[src/rtl/cc_rd_fill_multi_sm.sv]
// rtl/cc_rd_fill_multi_sm.sv - multi-channel CC_RD_FILL executor
// Answers one command with CSN, CC/~CC, then per enabled channel an ID word plus DDR3 fill data.
module cc_rd_fill_multi_sm #(
  parameter int NUM_CH    = 4,
  parameter int CH_W      = 2,
  parameter int HDR_W     = 152,
  parameter int ADDR_W    = 23,
  parameter int BCNT_W    = 24,
  parameter int TIMEOUT_W = 20
) (
  input  logic                    clk,
  input  logic                    reset,
  input  logic                    run_sm,
  input  logic [NUM_CH-1:0]       ch_mask,
  output logic                    sm_running,
  output logic                    sm_done,
  output logic [1:0]              err_code,
  output logic                    tx_tvalid,
  output logic                    tx_tlast,
  input  logic                    tx_tready,
  output logic                    send_csn,
  output logic                    send_cmd,
  output logic                    send_inv_cmd,
  output logic                    send_ch_id,
  output logic [CH_W-1:0]         ch_sel,
  input  logic [NUM_CH-1:0]       hdr_fifo_empty,
  output logic [NUM_CH-1:0]       hdr_fifo_rd_en,
  input  logic [NUM_CH*HDR_W-1:0] hdr_fifo_out,
  input  logic [ADDR_W-1:0]       fixed_addr,
  input  logic                    en_fixed_addr,
  input  logic                    acq_done_latch,
  output logic [ADDR_W-1:0]       ddr3_rd_start_addr,
  output logic [BCNT_W-1:0]       ddr3_rd_burst_cnt,
  output logic                    enable_reading,
  input  logic                    reading_done,
  output logic                    use_ddr3_data,
  input  logic                    aurora_ddr3_accept,
  input  logic                    initial_fill_num_wr,
  output logic                    seq_mismatch
);

  typedef enum logic [3:0] {
    S_IDLE, S_WAIT_ACQ, S_CHK, S_ERROR, S_ECHO_CSN, S_ECHO_CC,
    S_SEL_CH, S_LOAD_HDR, S_SEND_CH_ID, S_GET_DATA, S_NEXT_CH, S_DONE
  } state_t;

  state_t               state_q, state_d;
  logic [NUM_CH-1:0]    mask_q, mask_d, rem_q, rem_d;
  logic [CH_W-1:0]      ch_sel_q, ch_sel_d, first_ch;
  logic [1:0]           err_q, err_d;
  logic [ADDR_W-1:0]    addr_q, addr_d;
  logic [BCNT_W-1:0]    bcnt_q, bcnt_d;
  logic [BCNT_W+1:0]    wcnt_q, wcnt_d;
  logic [TIMEOUT_W-1:0] tmo_q, tmo_d;
  logic [11:0]          fill_q [NUM_CH];
  logic                 rd_done_meta_q, rd_done_q;
  logic                 fill_bump;
  logic [HDR_W-1:0]     hdr;

  assign hdr = hdr_fifo_out[int'(ch_sel_q)*HDR_W +: HDR_W];

  assign ch_sel             = run_sm ? ch_sel_q : '0;
  assign err_code           = run_sm ? err_q : 2'd0;
  assign ddr3_rd_start_addr = run_sm ? addr_q : '0;
  assign ddr3_rd_burst_cnt  = run_sm ? bcnt_q : '0;

  always_comb begin
    first_ch = '0;
    for (int i = NUM_CH-1; i >= 0; i--)
      if (rem_q[i]) first_ch = CH_W'(i);
  end

  always_comb begin
    state_d = state_q; mask_d = mask_q; rem_d = rem_q; ch_sel_d = ch_sel_q;
    err_d = err_q; addr_d = addr_q; bcnt_d = bcnt_q; wcnt_d = wcnt_q; tmo_d = tmo_q;
    sm_running = 1'b0; sm_done = 1'b0; tx_tvalid = 1'b0; tx_tlast = 1'b0;
    send_csn = 1'b0; send_cmd = 1'b0; send_inv_cmd = 1'b0; send_ch_id = 1'b0;
    hdr_fifo_rd_en = '0; enable_reading = 1'b0; use_ddr3_data = 1'b0;
    seq_mismatch = 1'b0; fill_bump = 1'b0;
    if (!run_sm) begin
      // Abort: everything returns to a clean idle, fill counters excepted.
      state_d = S_IDLE; err_d = '0; ch_sel_d = '0; addr_d = '0; bcnt_d = '0;
      rem_d = '0; mask_d = '0;
    end else begin
      sm_running = (state_q != S_IDLE);
      case (state_q)
        S_IDLE: begin
          state_d = S_WAIT_ACQ;
          mask_d  = ch_mask;
          err_d   = '0;
        end
        S_WAIT_ACQ: if (acq_done_latch) state_d = S_CHK;
        S_CHK: begin
          if (mask_q == '0 || |(mask_q & hdr_fifo_empty)) begin
            err_d   = 2'd1;
            state_d = S_ERROR;
          end else begin
            rem_d   = mask_q;
            state_d = S_ECHO_CSN;
          end
        end
        S_ERROR: state_d = S_ECHO_CSN;
        S_ECHO_CSN: begin
          send_csn = 1'b1;
          if (tx_tready) begin
            tx_tvalid = 1'b1;
            state_d   = S_ECHO_CC;
          end
        end
        S_ECHO_CC: begin
          send_cmd     = (err_q == 2'd0);
          send_inv_cmd = (err_q != 2'd0);
          if (tx_tready) begin
            tx_tvalid = 1'b1;
            tx_tlast  = (err_q != 2'd0);
            state_d   = (err_q != 2'd0) ? S_DONE : S_SEL_CH;
          end
        end
        S_SEL_CH: begin
          ch_sel_d = first_ch;
          state_d  = S_LOAD_HDR;
        end
        S_LOAD_HDR: begin
          hdr_fifo_rd_en[ch_sel_q] = 1'b1;
          addr_d       = en_fixed_addr ? fixed_addr : hdr[53 +: ADDR_W];
          bcnt_d       = hdr[HDR_W-1 -: BCNT_W];
          wcnt_d       = {hdr[HDR_W-1 -: BCNT_W], 2'b00};
          seq_mismatch = (hdr[11:0] != fill_q[ch_sel_q]);
          fill_bump    = 1'b1;
          rem_d[ch_sel_q] = 1'b0;
          tmo_d        = '0;
          state_d      = S_SEND_CH_ID;
        end
        S_SEND_CH_ID: begin
          send_ch_id = 1'b1;
          if (tx_tready) begin
            tx_tvalid = 1'b1;
            state_d   = S_GET_DATA;
          end
        end
        S_GET_DATA: begin
          enable_reading = 1'b1;
          use_ddr3_data  = 1'b1;
          if (aurora_ddr3_accept) begin
            tmo_d = '0;
            if (wcnt_q != '0) wcnt_d = wcnt_q - 1'b1;
          end else begin
            tmo_d = tmo_q + 1'b1;
          end
          if (rd_done_q && wcnt_q == '0) begin
            state_d = S_NEXT_CH;
          end else if (tmo_q == '1) begin
            err_d   = 2'd2;
            state_d = S_DONE;
          end
        end
        S_NEXT_CH: state_d = (rem_q != '0) ? S_SEL_CH : S_DONE;
        S_DONE: begin
          sm_done       = 1'b1;
          use_ddr3_data = (err_q == 2'd0);
          state_d       = S_IDLE;
        end
        default: state_d = S_IDLE;
      endcase
    end
  end

  always_ff @(posedge clk) begin
    if (reset) begin
      state_q <= S_IDLE; mask_q <= '0; rem_q <= '0; ch_sel_q <= '0; err_q <= '0;
      addr_q <= '0; bcnt_q <= '0; wcnt_q <= '0; tmo_q <= '0;
      rd_done_meta_q <= 1'b0; rd_done_q <= 1'b0;
    end else begin
      state_q <= state_d; mask_q <= mask_d; rem_q <= rem_d; ch_sel_q <= ch_sel_d;
      err_q <= err_d; addr_q <= addr_d; bcnt_q <= bcnt_d; wcnt_q <= wcnt_d; tmo_q <= tmo_d;
      rd_done_meta_q <= reading_done;
      rd_done_q      <= rd_done_meta_q;
    end
  end

  // Expected fill numbers survive aborts; only reset or an explicit write clears them.
  always_ff @(posedge clk) begin
    if (reset || initial_fill_num_wr) begin
      for (int i = 0; i < NUM_CH; i++) fill_q[i] <= '0;
    end else if (fill_bump) begin
      fill_q[ch_sel_q] <= fill_q[ch_sel_q] + 12'd1;
    end
  end

endmodule

[config.mk]
export PLATFORM = sky130hd
export DESIGN_NAME = cc_rd_fill_multi_sm
export DESIGN_NICKNAME = d
export VERILOG_FILES = /design/src/rtl/cc_rd_fill_multi_sm.sv
export SDC_FILE = /design/constraint.sdc
export NUM_CORES = 1
export LEC_CHECK = 0
export ABC_CLOCK_PERIOD_IN_PS = 2700
export CAP_MARGIN = 15
export CORE_AREA = 2 2 275 277
export DETAILED_ROUTE_END_ITERATION = 6
export DIE_AREA = 0 0 277 279
export DONT_BUFFER_PORTS = 1
export GPL_ROUTABILITY_DRIVEN = 0
export PLACE_DENSITY = 0.3
export SETUP_SLACK_MARGIN = 0.3
export SLEW_MARGIN = 10
export SYNTH_ARGS = -nofsm -noshare
export SYNTH_HDL_FRONTEND = slang
export SYNTH_SLANG_ARGS = --single-unit
[constraint.sdc]
create_clock -name clk -period 2.7 [get_ports clk]
set_clock_uncertainty 0.1 [all_clocks]
set_input_delay 0.405 -clock clk [delete_from_list [all_inputs] [get_ports clk]]
set_output_delay 0.405 -clock clk [all_outputs]
set_load 0.05 [all_outputs]
# Word-level counts from Yosys, hierarchy flattened
# Memories as Yosys holds them, arrays and structs flattened. A register that Yosys moved wholly into a read port is not among the register bits.
# Index checks and enable logic that the tools add are counted.
totals:
  reg_bits: 111
  latchBits: 0
  ram_bits: 48
  mem_bits_ro: 0
  word_cells: 140
  mem_count: 1
classes:
  add_sub_neg: 3
  n_mul: 1
  n_div: 0
  magnitude_cmp: 2
  eq_ne: 24
  shifts: 1
  muxes: 69
  bitwise: 4
  n_reduce_logical: 24
mem_list:
  columns: ["memory", "words", "width", "read_ports", "rd_clocked_by_memory_dff", "wr", "line", "text"]
  rows:
  - ["fill_q", 4, 12, 1, 1, 4, "55", "logic [11:0] fill_q [NUM_CH];"]
ops:
  columns: ["op", "count"]
  rows:
  - ["variable part select 608 x 11 -> 152 bit", 1]
  - ["2-to-1 mux 26 bit", 2]
  - ["one-hot mux 26 bit (2 select lines)", 1]
  - ["2-to-1 mux 23 bit", 2]
  - ["2-to-1 mux 4 bit", 11]
  - ["one-hot mux 4 bit (11 select lines)", 1]
  - ["one-hot mux 20 bit (2 select lines)", 1]
  - ["2-to-1 mux 1 bit", 31]
  - ["zero test 26 bit", 1]
  - ["nonzero test 26 bit", 1]
  - ["subtractor 26 x 1 -> 26 bit (second input constant)", 1]
  - ["2-to-1 mux 2 bit", 12]
  - ["2-to-1 mux 24 bit", 1]
  - ["adder 20 x 1 -> 20 bit (second input constant)", 1]
  - ["equality test 20 bit (second input constant)", 1]
  - ["2-to-1 mux 20 bit", 1]
  - ["!= test 2 bit (second input constant)", 10]
  - ["equality test 4 x 3 -> 1 bit (second input constant)", 4]
  - ["equality test 4 bit (second input constant)", 4]
  - ["adder 12 x 1 -> 12 bit (second input constant)", 1]
  - ["2-to-1 mux 12 bit", 1]
  - ["!= test 12 bit", 1]
  - ["OR reduction 12 bit", 1]
  - ["AND 4 bit", 2]
  - ["other kinds (26)", 35]

# Longest topological paths before layout
logic_depth:
  word_depth: 8
  depth_mapped: 8
  depth_no_buf: 7

# Worst setup path after synthesis
# No wires, ideal clock.
synth_path:
  kind: "register to output"
  from: "reg (tool-made name)"
  to: "out seq_mismatch"
  arrival_time_ps: 2403
  slack_ps: -208
  stages_incl_launch_ff: 6
  path_buffers: 1
  cell_sequence: "dfxtp_1 > buf_2 > mux4_2 > xor2_1 > nor4_1 > a31oi_1"
synth_rtl:
  columns: ["item", "line", "text"]
  rows:
  - ["end: declaration", "39", "output logic seq_mismatch"]

==> flow_metrics.tcl <==
set metrics [dict create \
    setup_tns_ns -0.2784 \
    ys_types 62 \
    nNetsFinal 1744 \
    grt_start_max_net_pins 71 \
    synth_enable_flop_cells 48 \
    syn_inst 1019 \
    nFillCells 8262 \
    clock-root-buffer "clkbuf_16" \
    worstSkewPairLatency_ns 0.49 \
    cpMaxStageDelayCell "mux4_2" \
    p_clk_frac 0.466 \
    io_buffers 0 \
    drt-wirelength-per-cell_microns 21.61 \
    wl_microns 44950 \
    io_pins 714 \
    finalCritPeriodShare 1.103 \
    cp-end-kind "output port" \
    place_ws_ns 0.1374 \
    initialDrtViolationCount 404 \
    drc 0 \
    setup_violations 1 \
    p_seq_frac 0.464 \
    cp_common_cell "buf_12" \
    clkSlewWorstSetupHoldPaths_ns 0.07 \
    p_int_mw 4.032 \
    p_switching_mw 1.410 \
    initial_core_util 0.1316 \
    vias 8263 \
    arrival_ns 2.47 \
    worst_hold_path_type "in -> reg" \
    grt.total_usage 0.1126 \
    antenna_found_initial 15 \
    min_period_ns 2.978 \
    core-area_sq_mm 0.07407 \
    final_common_cell "nor2_1" \
    crit_fanout 6 \
    leakage_nw 4.325 \
    outcome "finished with violations" \
    power.total_mw 5.442 \
    grt_pass1_wl_microns 61610 \
    combPwrFrac 0.070 \
    syn_nets 1671 \
    grt_pass1_vias 8170 \
    timing.slew.headroom 0.4050 \
    busiest_layer "met2" \
    yosys_warnings 0 \
    start_kind "register" \
    fin_ws_ns -0.2784 \
    ys_ff_latch 161 \
    critPathRequiredTime_ns 2.19 \
    maxCapViolCount 0 \
    fp.dieW_microns 277 \
    cts_buffers 17 \
    row_count 100 \
    hold_violations 0 \
    fmax_mhz 335.7 \
    synth.avg_cell_area_sq_um 9.565 \
    p_per_area_mw_per_mm2 414.1 \
    mostFrequentLayoutCells "nor2_1 (112), dfxtp_1 (106), nand2_1 (103), buf_4 (81), a21oi_1 (73)" \
    final_cells 2080 \
    tightest_slew_ns 0.8925 \
    ys_seq_area_frac 0.3800 \
    cts_tree "built" \
    met3_usage 0.02912 \
    syn_area_sq_mm 0.009747 \
    clk_path_buf_depth 2 \
    switching_share 0.2591 \
    slowest_delay_ns 0.56 \
    cts_htree_levels 4 \
    use_met2 0.1837 \
    via_per_inst 3.973 \
    clock_sinks 161 \
    ant_nets 0 \
    die_h_microns 279 \
    drtPass1Iterations 4 \
    critPathTopFamily "multiplexers" \
    overflow 0 \
    post-dp-hpwl_microns 32880 \
    area_growth_pct 34.83 \
    async_flop_share 0 \
    dieArea_sq_mm 0.07728 \
    vdd_ir_drop_max_mv 0.5056 \
    critical_path_buf_inv_count 2 \
    rsz0062_at_grt "yes" \
    crit_type "reg -> out" \
    layout-drive-gt1-share 0.3032 \
    synth_ff_type "dfxtp_1" \
    violations "setup timing" \
    dp.cells 1977 \
    slew_violations 0 \
    crit_chain "buf_12, mux4_2, xor2_1, nor4_2, a31oi_2, buf_12" \
    grtUsageMet1 0.1476 \
]
## synthesized netlist by cell type (4+ instances only)
cell | count | area share
a211oi_1 | 24 | 0.018
a21o_1 | 17 | 0.013
a21oi_1 | 74 | 0.038
a21oi_2 | 6 | 0.0054
a22o_1 | 7 | 0.0063
a31oi_1 | 10 | 0.0064
and2_1 | 53 | 0.034
and3_1 | 6 | 0.0039
and4_1 | 7 | 0.0063
buf_1 | 5 | 0.0019
buf_2 | 14 | 0.0072
clkbuf_1 | 59 | 0.023
dfxtp_1 | 113 | 0.23
edfxtp_1 | 48 | 0.15
ha_1 | 4 | 0.0051
inv_1 | 14 | 0.0054
mux2i_1 | 28 | 0.029
mux4_2 | 71 | 0.16
nand2_1 | 111 | 0.043
nand2b_1 | 9 | 0.0058
nand3_1 | 19 | 0.0098
nand4_1 | 11 | 0.0071
nand4b_1 | 4 | 0.0036
nor2_1 | 124 | 0.048
nor2b_1 | 7 | 0.0045
nor3_1 | 20 | 0.010
nor4_1 | 15 | 0.0096
o21ai_0 | 29 | 0.015
o21ai_1 | 9 | 0.0046
o21ai_2 | 6 | 0.0054
o31ai_1 | 4 | 0.0031
or3_1 | 12 | 0.0077
or3b_2 | 4 | 0.0036
xnor2_1 | 12 | 0.011
xor2_1 | 22 | 0.020
## per-layer routing
| metal | wire length [microns] | vias up |
|---|---|---|
| li1 | - | 3897 |
| met1 | 20540 | 4102 |
| met2 | 21730 | 233 |
| met3 | 2204 | 25 |
| met4 | 431 | 6 |
| met5 | 44 | - |
## final timing paths
kind	depth (start not counted)	start	endpoint	slack, ns
setup reg to reg	9	register	fill_q[1][8]	0.20
hold reg to reg	1	rd_done_meta_q	rd_done_q	0.36
hold / removal	2	fixed_addr[1]	addr_q[1]	0.06
setup / recovery	6	register	seq_mismatch	-0.28
## logic make-up (layout without fill, tap and decap cells)
logic type,after synthesis,in the layout,synth area share
adder cells (fa/ha/maj),4,4,0.005135
flip-flops,161,161,0.3800
multiplexers,100,100,0.1940
XOR/XNOR,34,34,0.03055
buffers and inverters,96,182,0.04146
AND/OR/NAND/NOR,417,417,0.2098
AO/OA/AOI/OAI,207,207,0.1392
other,0,6,0
## power groups by stage
stage | registers (mW) | clock network (mW) | logic (mW)
global route | 2.53 | 2.73 | 0.411
global placement | 2.58 | 0 | 0.327
detailed placement | 2.58 | 0 | 0.326
floorplan | 2.58 | 0 | 0.242
finish | 2.53 | 2.54 | 0.379
CTS | 2.53 | 2.66 | 0.376
## stage by stage
stage                     cell area, sq um    util  hold WS, ns
after floorplan                       9787       -       0.3138
after global routing                 13130  0.1772      0.04097
final                                13140  0.1774      0.06206
after detailed placement             11340  0.1531       0.3435
after global placement               11340  0.1531       0.3283
after CTS                            12530  0.1691      0.01935
## final cells by class
cell class                      count  area [sq um]  share of cell area
Multi-Input combinational cell    762          6043              0.4599
Sequential cell                   161          3725              0.2834
Timing Repair Buffer              135          1495              0.1138
Tap cell                          969          1212             0.09226
Clock buffer                       19         454.2             0.03456
Clock inverter                     13         125.1            0.009521
Inverter                           15         71.32            0.005427
Antenna cell                        6         15.01            0.001143
## timing repair
action | in CTS | in global routing
endpoints found under the hold margin | 38 | 0
setup buffers | 22 | 27
endpoints found under the setup margin | 57 | 72
cloned | 2 | 7
pin swaps | 23 | 17
hold buffers | 7 | 0
gates resized for setup | 69 | 56
## flip-flops by register name (all words and copies together) (netlist names), named ones only
register,count
ch_sel_q,2
tmo_q,20
state_q,4
fill_q,48
bcnt_q,24
wcnt_q,26
rem_q,4
mask_q,4
rd_done_q,1
err_q,2
rd_done_meta_q,1
addr_q,23
Power figures use the tool's default switching activity.
